File: src/rtl/output_chunk_sender.sv
// ----------------------------------------------------------------------------
// output_chunk_sender
//
// Streams words from an activation memory (1-cycle read latency) onto a
// valid/ready link. Each word goes out LSB-first, as WIDTH-bit chunks or as
// SUBCHUNK_WIDTH-bit subchunks that are zero-extended to WIDTH. An optional
// single-chunk mode sends only chunk 0 of each word. These modes match the
// input chunk receiver, so a sender-to-receiver loopback rebuilds the words.
//
// Optional feature, enabled by the macro OUTPUT_CHUNK_SENDER_PREFETCH_EN:
// a second word buffer is filled with the next word while the current word
// is being sent. Words then follow each other with no bubble cycles. Without
// the macro, every word costs two bubble cycles (FETCH and LOAD).
//
// Ports:
//   clk, rst_n             clock and asynchronous active-low reset
//   enable                 global enable; low pauses FETCH and SEND
//   start                  begin a transfer (sampled in IDLE with enable high)
//   start_address          first word address
//   num_words              number of words to send, 0..NUM_ROWS
//   use_subchunks          send SUBCHUNK_WIDTH pieces, zero-extended
//   require_single_chunk   send only chunk 0 of each word
//   mem_read_enable        memory read strobe
//   mem_address            memory read address
//   mem_data_in            read data, valid the cycle after the strobe
//   data_out, data_valid   chunk payload and its valid flag
//   data_ready             receiver accepts; transfer on valid & ready
//   busy                   high in every state except IDLE
//   done                   one-cycle pulse after the last transfer
// ----------------------------------------------------------------------------
module output_chunk_sender #(
  parameter int NUM_ROWS                  = 32,
  parameter int WIDTH                     = 8,
  parameter int SUBCHUNK_WIDTH            = 4,
  parameter int ACTIVATION_WORD_BIT_WIDTH = 64,
  localparam int AddressBitWidth          = $clog2(NUM_ROWS)
) (
  input  logic                                 clk,
  input  logic                                 rst_n,
  input  logic                                 enable,
  input  logic                                 start,
  input  logic [AddressBitWidth-1:0]           start_address,
  input  logic [AddressBitWidth:0]             num_words,
  input  logic                                 use_subchunks,
  input  logic                                 require_single_chunk,
  output logic                                 mem_read_enable,
  output logic [AddressBitWidth-1:0]           mem_address,
  input  logic [ACTIVATION_WORD_BIT_WIDTH-1:0] mem_data_in,
  output logic [WIDTH-1:0]                     data_out,
  output logic                                 data_valid,
  input  logic                                 data_ready,
  output logic                                 busy,
  output logic                                 done
);

  localparam int ChunksPerWord = ACTIVATION_WORD_BIT_WIDTH / WIDTH;
  localparam int SubsPerChunk  = WIDTH / SUBCHUNK_WIDTH;
  localparam int ChunkBits     = (ChunksPerWord > 1) ? $clog2(ChunksPerWord) : 1;
  localparam int SubBits       = (SubsPerChunk > 1) ? $clog2(SubsPerChunk) : 1;

  if (ACTIVATION_WORD_BIT_WIDTH % WIDTH != 0) begin : g_bad_word_width
    $fatal(1, "ACTIVATION_WORD_BIT_WIDTH must be a multiple of WIDTH");
  end
  if (WIDTH % SUBCHUNK_WIDTH != 0) begin : g_bad_subchunk_width
    $fatal(1, "SUBCHUNK_WIDTH must divide WIDTH");
  end

  typedef enum logic [2:0] {
    IDLE,
    FETCH,
    LOAD,
    SEND,
    DONE
  } state_t;

  state_t                               state, state_next;
  logic [AddressBitWidth-1:0]           addr;
  logic [AddressBitWidth:0]             words_left;
  logic [ACTIVATION_WORD_BIT_WIDTH-1:0] shiftreg;
  logic [ChunkBits-1:0]                 chunk_count;
  logic [SubBits-1:0]                   sub_count;
  logic                                 cfg_sub;
  logic                                 cfg_single;

  logic [AddressBitWidth-1:0] next_addr;
  logic [ChunkBits-1:0]       last_chunk;
  logic                       last_piece;
  logic                       more_words;
  logic                       xfer;
  logic                       word_end;
  logic                       pf_issue;

  assign next_addr  = (addr == AddressBitWidth'(NUM_ROWS - 1)) ? '0
                                                               : addr + AddressBitWidth'(1);
  assign last_chunk = cfg_single ? '0 : ChunkBits'(ChunksPerWord - 1);
  // In chunk mode the subchunk counter stays at 0, so only the chunk
  // counter decides whether this is the last piece.
  assign last_piece = (chunk_count == last_chunk) &&
                      (!cfg_sub || sub_count == SubBits'(SubsPerChunk - 1));
  assign more_words = words_left > (AddressBitWidth + 1)'(1);
  assign xfer       = (state == SEND) && enable && data_ready;
  assign word_end   = xfer && last_piece;

`ifdef OUTPUT_CHUNK_SENDER_PREFETCH_EN
  logic [ACTIVATION_WORD_BIT_WIDTH-1:0] next_word;
  logic                                 pf_issued;   // next word already requested
  logic                                 pf_capture;  // read data is on mem_data_in now

  // The next word is requested on the first enabled SEND cycle of a word.
  assign pf_issue = (state == SEND) && enable && !pf_issued && more_words;
`else
  assign pf_issue = 1'b0;
`endif

  assign mem_read_enable = ((state == FETCH) && enable) || pf_issue;
  assign mem_address     = pf_issue ? next_addr : addr;
  assign data_out        = cfg_sub ? WIDTH'(shiftreg[SUBCHUNK_WIDTH-1:0])
                                   : shiftreg[WIDTH-1:0];
  assign data_valid      = (state == SEND) && enable;
  assign busy            = (state != IDLE);
  assign done            = (state == DONE);

  // NOTE: every variable driven here gets a default first, so no path through
  // the case statement can leave it unassigned and infer a latch.
  always_comb begin
    state_next = state;
    case (state)
      IDLE:  if (start && enable) state_next = (num_words != '0) ? FETCH : DONE;
      FETCH: if (enable) state_next = LOAD;
      LOAD:  state_next = SEND;
      SEND: begin
        if (word_end) begin
          if (!more_words) begin
            state_next = DONE;
          end else begin
`ifdef OUTPUT_CHUNK_SENDER_PREFETCH_EN
            // A one-piece word ends on the cycle its successor is requested;
            // LOAD then catches the read data with one bubble.
            state_next = pf_issue ? LOAD : SEND;
`else
            state_next = FETCH;
`endif
          end
        end
      end
      DONE:    state_next = IDLE;
      default: state_next = IDLE;
    endcase
  end

  // NOTE: sequential state uses non-blocking assignments only, so every
  // register samples the pre-edge values of the others.
  always_ff @(posedge clk or negedge rst_n) begin
    if (!rst_n) state <= IDLE;
    else        state <= state_next;
  end

  always_ff @(posedge clk or negedge rst_n) begin
    if (!rst_n) begin
      addr        <= '0;
      words_left  <= '0;
      shiftreg    <= '0;
      chunk_count <= '0;
      sub_count   <= '0;
      cfg_sub     <= 1'b0;
      cfg_single  <= 1'b0;
    end else begin
      case (state)
        IDLE: begin
          if (start && enable) begin
            addr       <= start_address;
            words_left <= num_words;
            cfg_sub    <= use_subchunks;
            cfg_single <= require_single_chunk;
          end
        end
        LOAD: begin
          // Captured regardless of enable: the read data is only valid now.
          shiftreg    <= mem_data_in;
          chunk_count <= '0;
          sub_count   <= '0;
        end
        SEND: begin
          if (xfer) begin
            if (last_piece) begin
              words_left  <= words_left - (AddressBitWidth + 1)'(1);
              chunk_count <= '0;
              sub_count   <= '0;
              if (more_words) addr <= next_addr;
`ifdef OUTPUT_CHUNK_SENDER_PREFETCH_EN
              if (more_words && !pf_issue) shiftreg <= pf_capture ? mem_data_in : next_word;
`endif
            end else if (cfg_sub) begin
              shiftreg <= shiftreg >> SUBCHUNK_WIDTH;
              if (sub_count == SubBits'(SubsPerChunk - 1)) begin
                sub_count   <= '0;
                chunk_count <= chunk_count + ChunkBits'(1);
              end else begin
                sub_count <= sub_count + SubBits'(1);
              end
            end else begin
              shiftreg    <= shiftreg >> WIDTH;
              chunk_count <= chunk_count + ChunkBits'(1);
            end
          end
        end
        default: ;
      endcase
    end
  end

`ifdef OUTPUT_CHUNK_SENDER_PREFETCH_EN
  always_ff @(posedge clk or negedge rst_n) begin
    if (!rst_n) begin
      next_word  <= '0;
      pf_issued  <= 1'b0;
      pf_capture <= 1'b0;
    end else begin
      pf_capture <= pf_issue;
      if (pf_capture) next_word <= mem_data_in;
      if (word_end || state == IDLE) pf_issued <= 1'b0;
      else if (pf_issue)             pf_issued <= 1'b1;
    end
  end
`endif

endmodule

File: config.mk
export PLATFORM = sky130hd
export DESIGN_NAME = output_chunk_sender
export DESIGN_NICKNAME = d
export VERILOG_FILES = /design/src/rtl/output_chunk_sender.sv
export SDC_FILE = /design/constraint.sdc
export NUM_CORES = 1
export LEC_CHECK = 0
export ABC_AREA = 1
export ABC_CLOCK_PERIOD_IN_PS = 1800
export CORE_AREA = 5 5 100 111
export DETAILED_ROUTE_END_ITERATION = 16
export DIE_AREA = 0 0 105 116
export PLACE_DENSITY = 0.8
export SLEW_MARGIN = 20
export SYNTH_ARGS = -nofsm -noshare
export SYNTH_HDL_FRONTEND = slang
export SYNTH_SLANG_ARGS = --single-unit
File: constraint.sdc
create_clock -name clk -period 1.8 [get_ports clk]
set_input_delay 0.18 -clock clk [delete_from_list [all_inputs] [get_ports clk]]
set_output_delay 0.18 -clock clk [all_outputs]
set_load 0.05 [all_outputs]
# ---- Yosys cells after proc, flatten, opt, wreduce, memory -nomap -nowiden
# Cells that the tools add are included.
# Widths: inputs -> output; s select.
dict set report totals {
  ff_bits 84
  output_inout_bits 17
}
dict set report op_classes {
  addsub 4
  order_cmp 1
  n_eq_ne 15
  muxes 32
  reduce_logical 20
}
# op count
set op_table {}
lappend op_table {{$mux 64} 2}
lappend op_table {{$pmux 64 s2} 1}
lappend op_table {{$mux 60} 1}
lappend op_table {{$mux 3} 10}
lappend op_table {{$mux 5} 5}
lappend op_table {{$mux 6} 3}
lappend op_table {{$ne 2x2->1 const B} 7}
lappend op_table {{$pmux 3 s4} 1}
lappend op_table {{$pmux 6 s2} 1}
lappend op_table {{$reduce_and 3->1} 4}
lappend op_table {{$pmux 5 s2} 1}
lappend op_table {{$mux 8} 1}
lappend op_table {{$eq 3x2->1 const B} 2}
lappend op_table {{$gt 6x1->1 const B} 1}
lappend op_table {{$logic_and 1x1->1} 6}
lappend op_table {{$pmux 3 s2} 1}
lappend op_table {{$reduce_bool 6->1} 1}
lappend op_table {{$sub 6x1->6 const B} 1}
lappend op_table {{$add 5x1->5 const B} 1}
lappend op_table {{$eq 5x5->1 const B} 1}
lappend op_table {{$reduce_and 5->1} 1}
lappend op_table {{$mux 1} 4}
lappend op_table {{$ne 4x4->1 const B} 1}
lappend op_table {{$reduce_and 4->1} 1}
lappend op_table {{other kinds (13)} 14}

# ---- Depth between registers and ports, before layout
dict set report depth {
  depth_word 6
  ltp_mapped 11
}

# ---- Least setup slack after synthesis
# Ideal clock, no wire load.
dict set report synth_path {
  path_kind {register -> output}
  from {reg state[0]}
  to {out data_valid}
  arrival_time_ns 1.623
  path_slack_ns -0.003
  stages_incl_launch_ff 7
  path_buffers 2
  path_cell_list {dfrtp_1 nand2_1 nor2_4 inv_1 buf_2 buf_6 nor2_1}
}
dict set report synth_between {
  elab_chain_cells 2
}
# item line_no
set synth_lines {}
lappend synth_lines {{start, declared} 76} ;# state_t state, state_next;
lappend synth_lines {{start signal, assigned} 155} ;# else state <= state_next;
lappend synth_lines {{$eq 3x2->1} 119} ;# assign data_valid = (state == SEND) && enable;
lappend synth_lines {{$logic_and 1x1->1} 119}
lappend synth_lines {{end, declared} 50} ;# output logic data_valid,
# Every way passes these cells.

# ---- Worst setup path after layout
dict set report layout_path {
  from {reg addr[4], in the netlist mem_address[4]}
  to {out mem_address[4]}
}
# item line_no
set layout_lines {}
lappend layout_lines {{start, declared} 77} ;# logic [AddressBitWidth-1:0] addr;
lappend layout_lines {{start signal, assigned} 171} ;# addr <= start_address;
lappend layout_lines {{start signal, assigned} 189} ;# if (more_words) addr <= next_addr;
lappend layout_lines {{end, declared} 47} ;# output logic [AddressBitWidth-1:0] mem_address,
# No word-level cell between the ends.

==> impl_metrics.ini <==
[yosys]
synth_edf_count = 0
ys_seq_elements = 84
synth_ff_type = dfrtp_1
syn_avg_cell_area_um2 = 6.75
ys_types = 26
synth-warning-count = 0
ys_top_cells_by_count = nand2_1, dfrtp_1, nor2_1, a31oi_1, inv_1
synth_top_cell_by_area = dfrtp_1
yosysSeqAreaShare_pct = 41.4
syn_inst = 752
synth_top_area_share_pct = 41.4
syn_nets = 839
yosys-top-cells-area = dfrtp_1, nand2_1, a31oi_1
async_flop_share_pct = 100
synthesis.area_um2 = 5070
synth_most_common_cell = nand2_1

[final_layout]
num_antenna_cells = 0
area_growth_pct = 25.4
layout-drive-gt1-share_pct = 8.10
final_nets = 924
post-route-util_pct = 65.0

[die]
ioPinCount = 99
die-area_um2 = 12200
chipHeight_um = 116
fp.dieW_um = 105
start_util_pct = 51.8
coreArea_um2 = 9790
rows = 38

[route]
drtAntennaViolNets = 0
drc = 0
wire_per_inst_um = 13.9
drtIter0Drc = 293
drtPass1Iterations = 5
routed_wl_um = 13300
vias = 5146
via_per_inst = 5.36

[power]
power.leakage_nw = 3.18
vdd_drop_max_mv = 1.13
p_per_area_nw_per_um2 = 1720
power.total_mw = 10.9

[place]
io_buffers = 98
gp_congestion = 0.875
dpl.hpwl_um = 9430

[clock_tree]
clock_path_buffers = 2
cts_root_buffer = clkbuf_8
numCtsBuffers = 9
clk-insertion-delay-late_ns = 0.36
cts_htree_levels = 3
tritoncts = done
clkTransAtPathRegs_ns = 0.09
cts_sinks = 84

[timing]
worst_pin_slew_ns = 0.505
finalClockSkew_ns = 0.0110
setup_viol = 0
drv_slew = 0
final-hold-violation-count = 0
period_minus_slack_ns = 1.75
timing.slew.headroom_pct = 66.3
setup-tns-final_ns = 0
fmax_mhz = 573
period_share_pct = 97.0

[outcome]
status = complete, no violations

[global_routing]
gr-total-overflow = 0
track_usage_pct = 22.4
antenna_found_initial = 0
grt_max_degree = 61
grt_busiest_layer = met2
use_met3_pct = 7.13
grt_pass1_vias = 5127
grt_use_met1_pct = 28.7
grt_pass1_wl_um = 22900
use_met2_pct = 35.9

[setup_path]
path_depth = 1
critPathMaxStageDelay_ns = 0.82
crit_type = reg -> out
worstSetupEndpointType = output port
path_buf_inv = 1
critPathTopFamily = buffers and inverters
crit_slowest_cell = clkdlybuf4s50_1
worstPathCellList = clkdlybuf4s50_1
path_max_fanout = 3
critPathArrivalTime_ns = 1.57
reg2reg_slack_ns = 0.08
critPathLaunchType = flop
cp_data_required_time_ns = 1.62
ff2ff_path_depth = 9

[hold_path]
hold_class = in -> async

[flow_run]
maxCapViolations = 0
## layer usage
metal / wire [um] / up-vias
li1: - / 2547
met2: 6330 / 168
met5: 0 / -
met1: 5680 / 2390
met4: 382 / 0
met3: 961 / 41
## area by class of cell
class                   instances  area, um2
fillers                       863       3430
multi-input cells             588       2570
flip-flops and latches         84       2100
repair buffers                120       1230
well taps                     120        150
inverters                      34        128
clock buffers                   9        124
clock inverters                 5       55.1
## what timing repair did
item / in CTS / in global routing
hold buffers: 1 / 0
resized for setup: 3 / 5
pin swaps: 1 / 1
endpoints found under the hold margin: 30 / 0
endpoints found under the setup margin: 3 / 11
buffers inserted: 1 / 0
## cell usage in the layout, fill, tap and decap left out, drive strengths merged, types with 2 or more instances in the layout
master,instances
a21oi,2
a31oi,56
buf,33
clkbuf,9
clkdlybuf4s50,83
clkinv,3
clkinvlp,2
dfrtp,84
dlygate4sd2,2
ha,5
inv,33
nand2,381
nand3,30
nand4,3
nor2,85
o21ai,14
o21bai,6
xnor2,3
## final timing paths
kind                                 start             end
max in group asynchronous            rst_n    shiftreg[35]
max                         mem_address[4]  mem_address[4]
min in group clk           mem_data_in[62]    shiftreg[62]
min                                  rst_n    shiftreg[25]
max reg2reg                       state[0]  mem_address[0]
min reg2reg                      sub_count       sub_count
## sequential cells by signal, summed over array words and instances, names as in the netlist
| signal | flops |
|---|---|
| state | 3 |
| cfg_single | 1 |
| words_left | 6 |
| mem_address | 5 |
| shiftreg | 64 |
| sub_count | 1 |
| cfg_sub | 1 |
| chunk_count | 3 |
## worst reg2reg max path, delay by kind of cell, from the launching register on
family,cells,cell delay (ns)
AND/OR/NAND/NOR,6,0.72
buffers and inverters,3,0.46
flip-flops,1,0.43
## metrics by stage
| step | instance area, um2 | instances | setup WS, ns | hold WS, ns |
|---|---|---|---|---|
| final | 6360 | 960 | 0.0547 | 0.286 |
| after global routing | 6360 | 960 | -0.0199 | 0.318 |
| after CTS | 6350 | 960 | 0.0307 | 0.293 |
| after detailed placement | 6150 | 944 | 0.0509 | 0.143 |
| after global placement | 6150 | 944 | 0.108 | 0.139 |
| after floorplan | 5070 | 752 | 0.141 | -0.116 |
## report_power, final
group / internal, mW / switching, mW / total [mW]
logic: 2.17 / 3.92 / 6.10
clock network: 0.621 / 0.662 / 1.28
registers: 2.80 / 0.761 / 3.56
total: 5.60 / 5.35 / 10.9
## cell families after synthesis
group	count (synthesis)	share of synthesized area, %
flip-flops	84	41.4
buffers and inverters	80	8.26
adder cells (fa/ha/maj)	5	1.23
XOR/XNOR	4	0.691
AO/OA/AOI/OAI	80	10.1
AND/OR/NAND/NOR	499	38.3
Note: power is estimated with default switching activity, not from simulation.
